File: config.mk
export PLATFORM = sky130hd
export DESIGN_NAME = kf6845_register_scheduler
export DESIGN_NICKNAME = d
export VERILOG_FILES = /design/src/rtl/kf6845_pkg.sv /design/src/rtl/kf6845_write_fifo.sv /design/src/rtl/kf6845_register_scheduler.sv
export SDC_FILE = /design/constraint.sdc
export NUM_CORES = 1
export LEC_CHECK = 0
export CORE_AREA = 2 2 98 91
export DETAILED_ROUTE_END_ITERATION = 8
export DIE_AREA = 0 0 100 93
export GPL_ROUTABILITY_DRIVEN = 0
export PLACE_DENSITY = 0.71
export SYNTH_ARGS = -nofsm -noshare
export SYNTH_HDL_FRONTEND = slang
export SYNTH_HIERARCHICAL = 1
export SYNTH_SLANG_ARGS = --single-unit
File: constraint.sdc
create_clock -name clock -period 6.8 [get_ports clock]
set_input_delay 1.7 -clock clock [delete_from_list [all_inputs] [get_ports clock]]
set_output_delay 1.7 -clock clock [all_outputs]
set_load 0.03 [all_outputs]
File: src/rtl/kf6845_pkg.sv
// Shared constants, power-up mode table and scheduler state encoding
// for the KF6845 register-write scheduler.
`default_nettype none

package kf6845_pkg;

    localparam logic [3:0] R0  = 4'd0;
    localparam logic [3:0] R1  = 4'd1;
    localparam logic [3:0] R2  = 4'd2;
    localparam logic [3:0] R3  = 4'd3;
    localparam logic [3:0] R4  = 4'd4;
    localparam logic [3:0] R5  = 4'd5;
    localparam logic [3:0] R6  = 4'd6;
    localparam logic [3:0] R7  = 4'd7;
    localparam logic [3:0] R8  = 4'd8;
    localparam logic [3:0] R9  = 4'd9;
    localparam logic [3:0] R10 = 4'd10;
    localparam logic [3:0] R11 = 4'd11;
    localparam logic [3:0] R12 = 4'd12;
    localparam logic [3:0] R13 = 4'd13;
    localparam logic [3:0] R14 = 4'd14;
    localparam logic [3:0] R15 = 4'd15;

    // Timing registers whose writes may be held back to a frame boundary.
    localparam logic [15:0] DEFER_MASK = 16'h03FF;

    // 80x25 power-up mode, element n is the value written to Rn.
    localparam logic [15:0][7:0] INIT_TABLE = {
        8'h00, 8'h00, 8'h00, 8'h00, 8'h07, 8'h06, 8'h07, 8'h02,
        8'h1C, 8'h19, 8'h06, 8'h1F, 8'h0A, 8'h5A, 8'h50, 8'h71
    };

    typedef enum logic [1:0] {
        ST_INIT  = 2'd0,
        ST_IDLE  = 2'd1,
        ST_DRAIN = 2'd2
    } state_t;

    function automatic logic [15:0] reg_strobe(input logic [3:0] idx);
        reg_strobe = 16'd1 << idx;
    endfunction

endpackage

`default_nettype wire

File: src/rtl/kf6845_write_fifo.sv
// Deferred-write queue: synchronous FIFO that accepts a push while full
// provided a pop happens in the same cycle.
`default_nettype none

module kf6845_write_fifo #(
    parameter int DEPTH = 4,
    parameter int WIDTH = 12,
    localparam int AW = $clog2(DEPTH),
    localparam int CW = AW + 1
) (
    input  logic             clock,
    input  logic             reset,
    input  logic             push_i,
    input  logic             pop_i,
    input  logic [WIDTH-1:0] data_i,
    output logic [WIDTH-1:0] data_o,
    output logic             full_o,
    output logic             empty_o,
    output logic [CW-1:0]    count_o
);

    logic [WIDTH-1:0] mem_q [DEPTH];
    logic [AW-1:0]    wr_ptr_q, rd_ptr_q;
    logic [CW-1:0]    count_q;
    logic             push_ok, pop_ok;

    assign full_o  = (count_q == CW'(DEPTH));
    assign empty_o = (count_q == '0);
    assign count_o = count_q;
    assign data_o  = mem_q[rd_ptr_q];

    assign pop_ok  = pop_i & ~empty_o;
    assign push_ok = push_i & (~full_o | pop_ok);

    always_ff @(posedge clock or posedge reset) begin
        if (reset) begin
            wr_ptr_q <= '0;
            rd_ptr_q <= '0;
            count_q  <= '0;
        end else begin
            if (push_ok) wr_ptr_q <= wr_ptr_q + 1'b1;
            if (pop_ok)  rd_ptr_q <= rd_ptr_q + 1'b1;
            if (push_ok && !pop_ok)
                count_q <= count_q + CW'(1);
            else if (pop_ok && !push_ok)
                count_q <= count_q - CW'(1);
        end
    end

    always_ff @(posedge clock) begin
        if (push_ok) mem_q[wr_ptr_q] <= data_i;
    end

endmodule

`default_nettype wire

File: src/rtl/kf6845_register_scheduler.sv
// Register-write scheduler: plays the power-up table, then issues CPU
// register writes immediately or defers timing registers to V_total.
`default_nettype none

module kf6845_register_scheduler
    import kf6845_pkg::*;
#(
    parameter bit INIT_ENABLE = 1'b1,
    parameter int FIFO_DEPTH  = 4,
    localparam int CW = $clog2(FIFO_DEPTH) + 1
) (
    input  logic        clock,
    input  logic        reset,
    input  logic        cpu_write,
    input  logic        cpu_rs,
    input  logic [7:0]  cpu_data,
    input  logic        V_total,
    input  logic        defer_enable,
    input  logic        clear_overflow,
    output logic [7:0]  internal_data_bus,
    output logic [15:0] write_register,
    output logic [4:0]  address_register,
    output logic        init_done,
    output logic        fifo_empty,
    output logic        overflow
);

    state_t      state_q, state_d;
    logic [3:0]  idx_q, idx_d;
    logic [7:0]  data_q, data_d;
    logic [15:0] strobe_q, strobe_d;
    logic [4:0]  addr_q;
    logic        init_done_q, init_done_d;
    logic        overflow_q;

    logic        wr_data, deferred, push, imm, pop, drop, drain_done;
    logic        fifo_full;
    logic [11:0] fifo_head;
    logic [CW-1:0] fifo_count;

    assign wr_data  = cpu_write & cpu_rs & ~addr_q[4];
    assign deferred = (DEFER_MASK[addr_q[3:0]] & defer_enable) | (state_q == ST_INIT);
    assign push     = wr_data & deferred;
    assign imm      = wr_data & ~deferred;
    // An immediate write owns the port, so the drain waits a cycle behind it.
    assign pop      = (state_q == ST_DRAIN) & ~fifo_empty & ~imm;
    assign drop     = push & fifo_full & ~pop;
    assign drain_done = pop & (fifo_count == CW'(1)) & ~push;

    kf6845_write_fifo #(
        .DEPTH (FIFO_DEPTH),
        .WIDTH (12)
    ) u_fifo (
        .clock   (clock),
        .reset   (reset),
        .push_i  (push),
        .pop_i   (pop),
        .data_i  ({addr_q[3:0], cpu_data}),
        .data_o  (fifo_head),
        .full_o  (fifo_full),
        .empty_o (fifo_empty),
        .count_o (fifo_count)
    );

    always_comb begin
        state_d     = state_q;
        idx_d       = idx_q;
        init_done_d = init_done_q;
        data_d      = data_q;
        strobe_d    = '0;
        unique case (state_q)
            ST_INIT: begin
                data_d   = INIT_TABLE[idx_q];
                strobe_d = reg_strobe(idx_q);
                idx_d    = idx_q + 4'd1;
                if (idx_q == R15) begin
                    state_d     = ST_IDLE;
                    init_done_d = 1'b1;
                end
            end
            ST_IDLE: begin
                if (V_total && !fifo_empty) state_d = ST_DRAIN;
            end
            ST_DRAIN: begin
                if (drain_done) state_d = ST_IDLE;
            end
            default: state_d = ST_IDLE;
        endcase
        if (imm) begin
            data_d   = cpu_data;
            strobe_d = reg_strobe(addr_q[3:0]);
        end else if (pop) begin
            data_d   = fifo_head[7:0];
            strobe_d = reg_strobe(fifo_head[11:8]);
        end
    end

    always_ff @(posedge clock or posedge reset) begin
        if (reset) begin
            state_q     <= INIT_ENABLE ? ST_INIT : ST_IDLE;
            idx_q       <= '0;
            init_done_q <= INIT_ENABLE ? 1'b0 : 1'b1;
            data_q      <= '0;
            strobe_q    <= '0;
            addr_q      <= '0;
            overflow_q  <= 1'b0;
        end else begin
            state_q     <= state_d;
            idx_q       <= idx_d;
            init_done_q <= init_done_d;
            data_q      <= data_d;
            strobe_q    <= strobe_d;
            if (cpu_write && !cpu_rs) addr_q <= cpu_data[4:0];
            if (drop)
                overflow_q <= 1'b1;
            else if (clear_overflow)
                overflow_q <= 1'b0;
        end
    end

    assign internal_data_bus = data_q;
    assign write_register    = strobe_q;
    assign address_register  = addr_q;
    assign init_done         = init_done_q;
    assign overflow          = overflow_q;

endmodule

`default_nettype wire
==> run metrics, run 1 <==
vias in the first global route 2696; Synth area leaders edfxtp_1 (34%), dfrtp_1 (26%), ha_1 (4.4%); diode count 0; Finished Core Util 0.606; final worst slack 2.79 ns; Total GRT Usage 0.205; postcts setup bufs 0; status completed; clock sink count 92; largest net degree at the start of global routing 38; crit path time final 4.01 ns; WL final between 9 and 10 mm; final hold violations 0; crit path max fanout 7; HPWL after DPL 6.13 mm; Worst-path clk slew around 0.090 ns; most frequent cell after synthesis edfxtp_1; post-synth top area cell edfxtp_1; final setup violation count 0; Worst Path Required ~5.1 ns; maxcap violations 0; Place WS roughly 2.7 ns; fill count 648; drt wl/cell between 15 and 20 um; Synth-to-Final Area Change 17.5%; hold buffer count at CTS 0; Synthesized Nets approximately 340; Worst-Margin Slew approximately 0.80 ns; Mapped Avg Cell Area between 10 and 15 um2; global-route wire length before repair 14.3 mm; DRC 0; I/O pins 47; Initial Util 0.516; top post-synthesis cells by count edfxtp_1 (48), dfrtp_1 (44), nand2_1 (19); Ys Warns 6; Synth Instances about 310; Distinct cells, synth 61; post-CTS sizing 0; register area share after synthesis 0.592; htree depth 3; Post-Syn Area between 4000 and 5000 um2; VDD IR max 252 uV; Rel. slew slack 0.468; Row Count 32; worst hold path type reg -> reg; antenna violations before repair 0; post-route cell area 5050 um2; CP Class reg -> out; DIE WIDTH approximately 100 um; Iter 0 DRT Violations between 200 and 250; Leak ~1.9 nW; layout cells sized above 1 0.135; drt first pass iters 4; worst-skew pair later-pin latency approximately 0.36 ns; final clock period utilization by the worst path 0.590; Critical Path Start Type register; Synth top area share 0.336; Die ar. roughly 9300 um2; Die H between 90 and 100 um; CTS buffer count 9; GRT overflow 0; hold_ws between 0.4 and 0.5 ns; fin nets approximately 380; via count 2719; Main synth FF type edfxtp_1; post-route ant nets 0; CORE AREA 8330 um2; Clock Skews about 0.010 ns; pwr dens approximately 410 nW/um2; Via density 5.95; Post-synth EDFFs 48; Post-synth ARST share 0.478; Clock Path Buffers 2; FMAX 0.249 GHz; Yosys reg bits 92; crit end category output pin; Port Buf Inserts 46; RSZ-0062 raised after global routing false; Final Max Slew Viols 0; Setup TNS 0 ns; placed inst area around 4800 um2; clk root buf clkbuf_8; CTS tree built; Data arrival, critical path 2.31 ns
-- worst paths after layout --
check                                   from              endpoint  slack, ns  depth (start not counted)
setup / recovery           u_fifo/count_o[0]            fifo_empty       2.79                          2
hold / removal                     init_done             init_done       0.48                          1
setup reg to reg           u_fifo/count_o[0]     u_fifo/count_o[1]       3.75                          9
hold reg to reg                    init_done             init_done       0.48                          1
max in group asynchronous              reset  internal_data_bus[1]       4.69                          3
min in group asynchronous              reset    u_fifo/wr_ptr_q[1]       1.59                          2
-- placed cells by master (no fill, tap or decap), types with 7 or more instances in the layout --
cell type,instances
edfxtp_1,48
clkbuf_8,9
o221ai_1,8
clkdlybuf4s50_1,46
ha_1,15
nand2_1,19
dfrtp_1,44
and2_1,9
mux4_2,8
inv_1,11
mux2_2,7
nor2_1,12
-- worst max-delay path, cell delays in order (launching register included) --
cell	delay, ns
dfrtp_1	0.48
nor3_1	0.67
clkdlybuf4s50_1	0.80
-- area by class of cell --
| type | count | area, um2 | area share |
|---|---|---|---|
| flip-flops and latches | 92 | 2540 | 0.504 |
| multi-input cells | 187 | 1610 | 0.318 |
| repair buffers | 49 | 483 | 0.0957 |
| well taps | 102 | 128 | 0.0253 |
| clock buffers | 9 | 124 | 0.0245 |
| clock inverters | 7 | 124 | 0.0245 |
| inverters | 11 | 41.3 | 0.00818 |
-- sequential cells by signal, indices dropped and copies added (netlist names) --
signal and count:
idx_q 4, u_fifo/wr_ptr_q 2, address_register 5, u_fifo/count_o 3, internal_data_bus 8, u_fifo/rd_ptr_q 2, init_done 1, u_fifo/mem_q 48
overflow 1, write_register 16, state_q 2
-- where the power goes --
part	internal (mW)	switching [mW]	total, mW	leakage [nW]
registers	0.692	0.154	0.847	0.990
logic	0.353	0.405	0.758	0.780
clock network	0.247	0.202	0.449	0.125
-- logic make-up (layout without fill, tap and decap cells) --
kind of cell / Yosys count / after routing / share of synthesized area
and+or+nand+nor: 93 / 93 / 0.127
DFF: 92 / 92 / 0.592
AOI/OAI and AO/OA: 50 / 50 / 0.0941
buffers and inverters: 26 / 76 / 0.0341
muxes: 20 / 20 / 0.0883
adders and majority gates: 16 / 16 / 0.0484
xor gates and xnor gates: 8 / 8 / 0.0163
-- stage by stage --
stage               instances  power, mW
finish                    457       2.05
CTS                       457       2.06
floorplan                 305       1.39
global placement          441       1.59
global route              457       2.17
detailed placement        441       1.61
-- layer usage --
layer / GRT usage / part of all wire / vias to the layer above / routed length (um)
met5: 0 / 0 / - / 0
met4: 0.0868 / 0.015 / 0 / 140
met3: 0.0336 / 0.061 / 11 / 556
met2: 0.323 / 0.49 / 90 / 4430
met1: 0.284 / 0.44 / 1364 / 3990
li1: - / - / 1254 / -
Note: power is estimated with default switching activity, not from simulation.
==> run 2: changes to the inputs <==
Clock period 6.8 ns to 4.1 ns, I/O delays scaled along.
==> run 2 against run 1 <==
Effect of this change:
- final cell count is 0.22% higher
- via count rose by 0.88%
- global-route usage is 0.38 points lower
- utilization down 0.38 points
- register-to-register slack lost 2.7 ns
- highest routed layer unchanged
- clock-buffer cell count up 2
- wire length fell by 3.7%
- clock power grew 43%
- critical path depth unchanged
- largest cell class unchanged
- sequential cell count stayed put
- total power increased by 61%
- combinational power is 69% higher
==> run metrics, run 2 (synthesis gave the netlist of run 1 again) <==
Setup TNS 0 ns (unchanged); Max stage delay on crit path 0.80 ns (about the same); vias in the first global route 2714 (was 2696); CP Class reg -> out (unchanged); Via density 5.99 (was 5.95); CP startpoint u_fifo/count_o[0] (unchanged); largest net degree at the start of global routing 24 (was 38); Iter 0 DRT Violations 187 (was 222); Final Power 3.30 mW (was 2.05 mW); Worst Path Required 3.07 ns (was 5.10 ns); post-CTS sizing 0 (unchanged); post-route ant nets 0 (unchanged); final worst slack 0.809 ns (was 2.79 ns); Seq. cell area 2540 um2 (unchanged); final clock period utilization by the worst path 0.803; DRC 0 (unchanged); crit end category output pin (unchanged); clk root buf clkbuf_8 (unchanged); clock sink count 92 (unchanged); WL final 8.77 mm (was 9.11 mm); Clock Skews 0.0106 ns (was 0.0104 ns); number of flip-flops in the largest register 48 (unchanged); crit path time final about 3.3 ns; Clock Path Buffers 2 (unchanged); Total GRT Usage 0.201 (was 0.205); Synth-to-Final Area Change 16.8% (was 17.5%); htree depth 3 (unchanged); FMAX a little over 0.3 GHz; hold buffer count at CTS 0 (unchanged); postcts setup bufs 0 (unchanged); CTS buffer count 9 (unchanged); drt first pass iters 6 (was 4); final hold violations 0 (unchanged); Worst-path clk slew 0.09 ns (about the same); commonest non-fill, non-tap cell in the layout edfxtp_1 (unchanged); Rel. slew slack 0.513 (was 0.468); pwr dens 659 nW/um2 (was 407 nW/um2); commonest cells after routing, fill and taps aside edfxtp_1 (48), clkdlybuf4s50_1 (46), dfrtp_1 (44) (unchanged); Die ar. 9300 um2 (unchanged); Worst-Margin Slew 0.725 ns (was 0.797 ns); DIE WIDTH 100 um (unchanged); Critical Path Start Type register (unchanged); Slowest-stage cell, CP clkdlybuf4s50_1 (unchanged); Finished Core Util 0.602 (was 0.606); Leak 1.88 nW (was 1.89 nW); Port Buf Inserts 46 (unchanged); antenna violations before repair 0 (unchanged); global-route wire length before repair 14.0 mm (was 14.3 mm); via count 2743 (was 2719); maxcap violations 0 (unchanged); worst hold path type reg -> reg (unchanged); layout cells sized above 1 0.129 (was 0.135); RSZ-0062 raised after global routing false (unchanged); Row Count 32 (unchanged); worst-skew pair later-pin latency 0.35 ns (was 0.36 ns); Final Max Slew Viols 0 (unchanged); status completed (unchanged); fill count 687 (was 648); setup slack, reg-to-reg 1.07 ns (was 3.75 ns); GRT overflow 0 (unchanged); worst path buffer plus inverter count 1 (unchanged); crit path max fanout 7 (unchanged); drt wl/cell 19.2 um (was 19.9 um); CTS tree built (unchanged); Crit path max-delay family buffers and inverters (unchanged); Worst Hold Launch init_done (unchanged); I/O pins 47 (unchanged); Die H 93 um (unchanged); critical path cell sequence nor3_1, clkdlybuf4s50_1 (unchanged); footprint of the multi-input gates 1610 um2 (unchanged); final setup violation count 0 (unchanged); CORE AREA 8330 um2 (unchanged); hold_ws 0.497 ns (was 0.478 ns); diode count 0 (unchanged); HPWL after DPL 6.23 mm (was 6.13 mm); Place WS 0.639 ns (was 2.67 ns); Initial Util 0.516 (unchanged); R2R Path Start u_fifo/count_o[0] (unchanged); VDD IR max 271 uV (was 252 uV); Reg with most FFs u_fifo/mem_q (unchanged); Data arrival, critical path 2.27 ns (was 2.31 ns); fin nets 382 (was 381)
-- run 2: cell types whose count changed in the layout (fill, tap and decap cells not counted), sizes merged --
cell    previous run  this run
clkbuf             9        11
bufinv             3         2
inv               12        11
buf                3         4
-- run 2: final cells by class --
type                    instances  area share
flip-flops and latches         92       0.507
multi-input cells             187       0.320
repair buffers                 50      0.0978
clock buffers                  11      0.0262
well taps                     102      0.0254
clock inverters                 5      0.0155
inverters                      11     0.00823
-- run 2: final timing paths --
path	to	cells past startpoint
worst max-delay path	fifo_empty	2
worst min-delay path	init_done	1
worst max register to register	u_fifo/count_o[1]	9
worst min register to register	init_done	1
max in group asynchronous	idx_q[2]	3
min in group asynchronous	u_fifo/count_o[0]	2
-- run 2: layer usage --
metal,GRT usage,part of all wire,vias to the layer above
li1,-,-,1258
met5,0,0,-
met2,0.331,0.49,100
met3,0.0486,0.066,11
met4,0.0651,0.015,0
met1,0.265,0.42,1374
-- run 2: stage by stage --
stage | instance area, um2 | std cells
6_report | 5020 | 458
5_1_grt | 5020 | 458
4_1_cts | 5020 | 458
3_5_place_dp | 4810 | 442
3_3_place_gp | 4810 | 442
2_1_floorplan | 4300 | 305
-- run 2: power breakdown --
part	internal, mW	switching [mW]
registers	1.15	0.236
logic	0.591	0.686
clock network	0.342	0.300
total	2.08	1.22
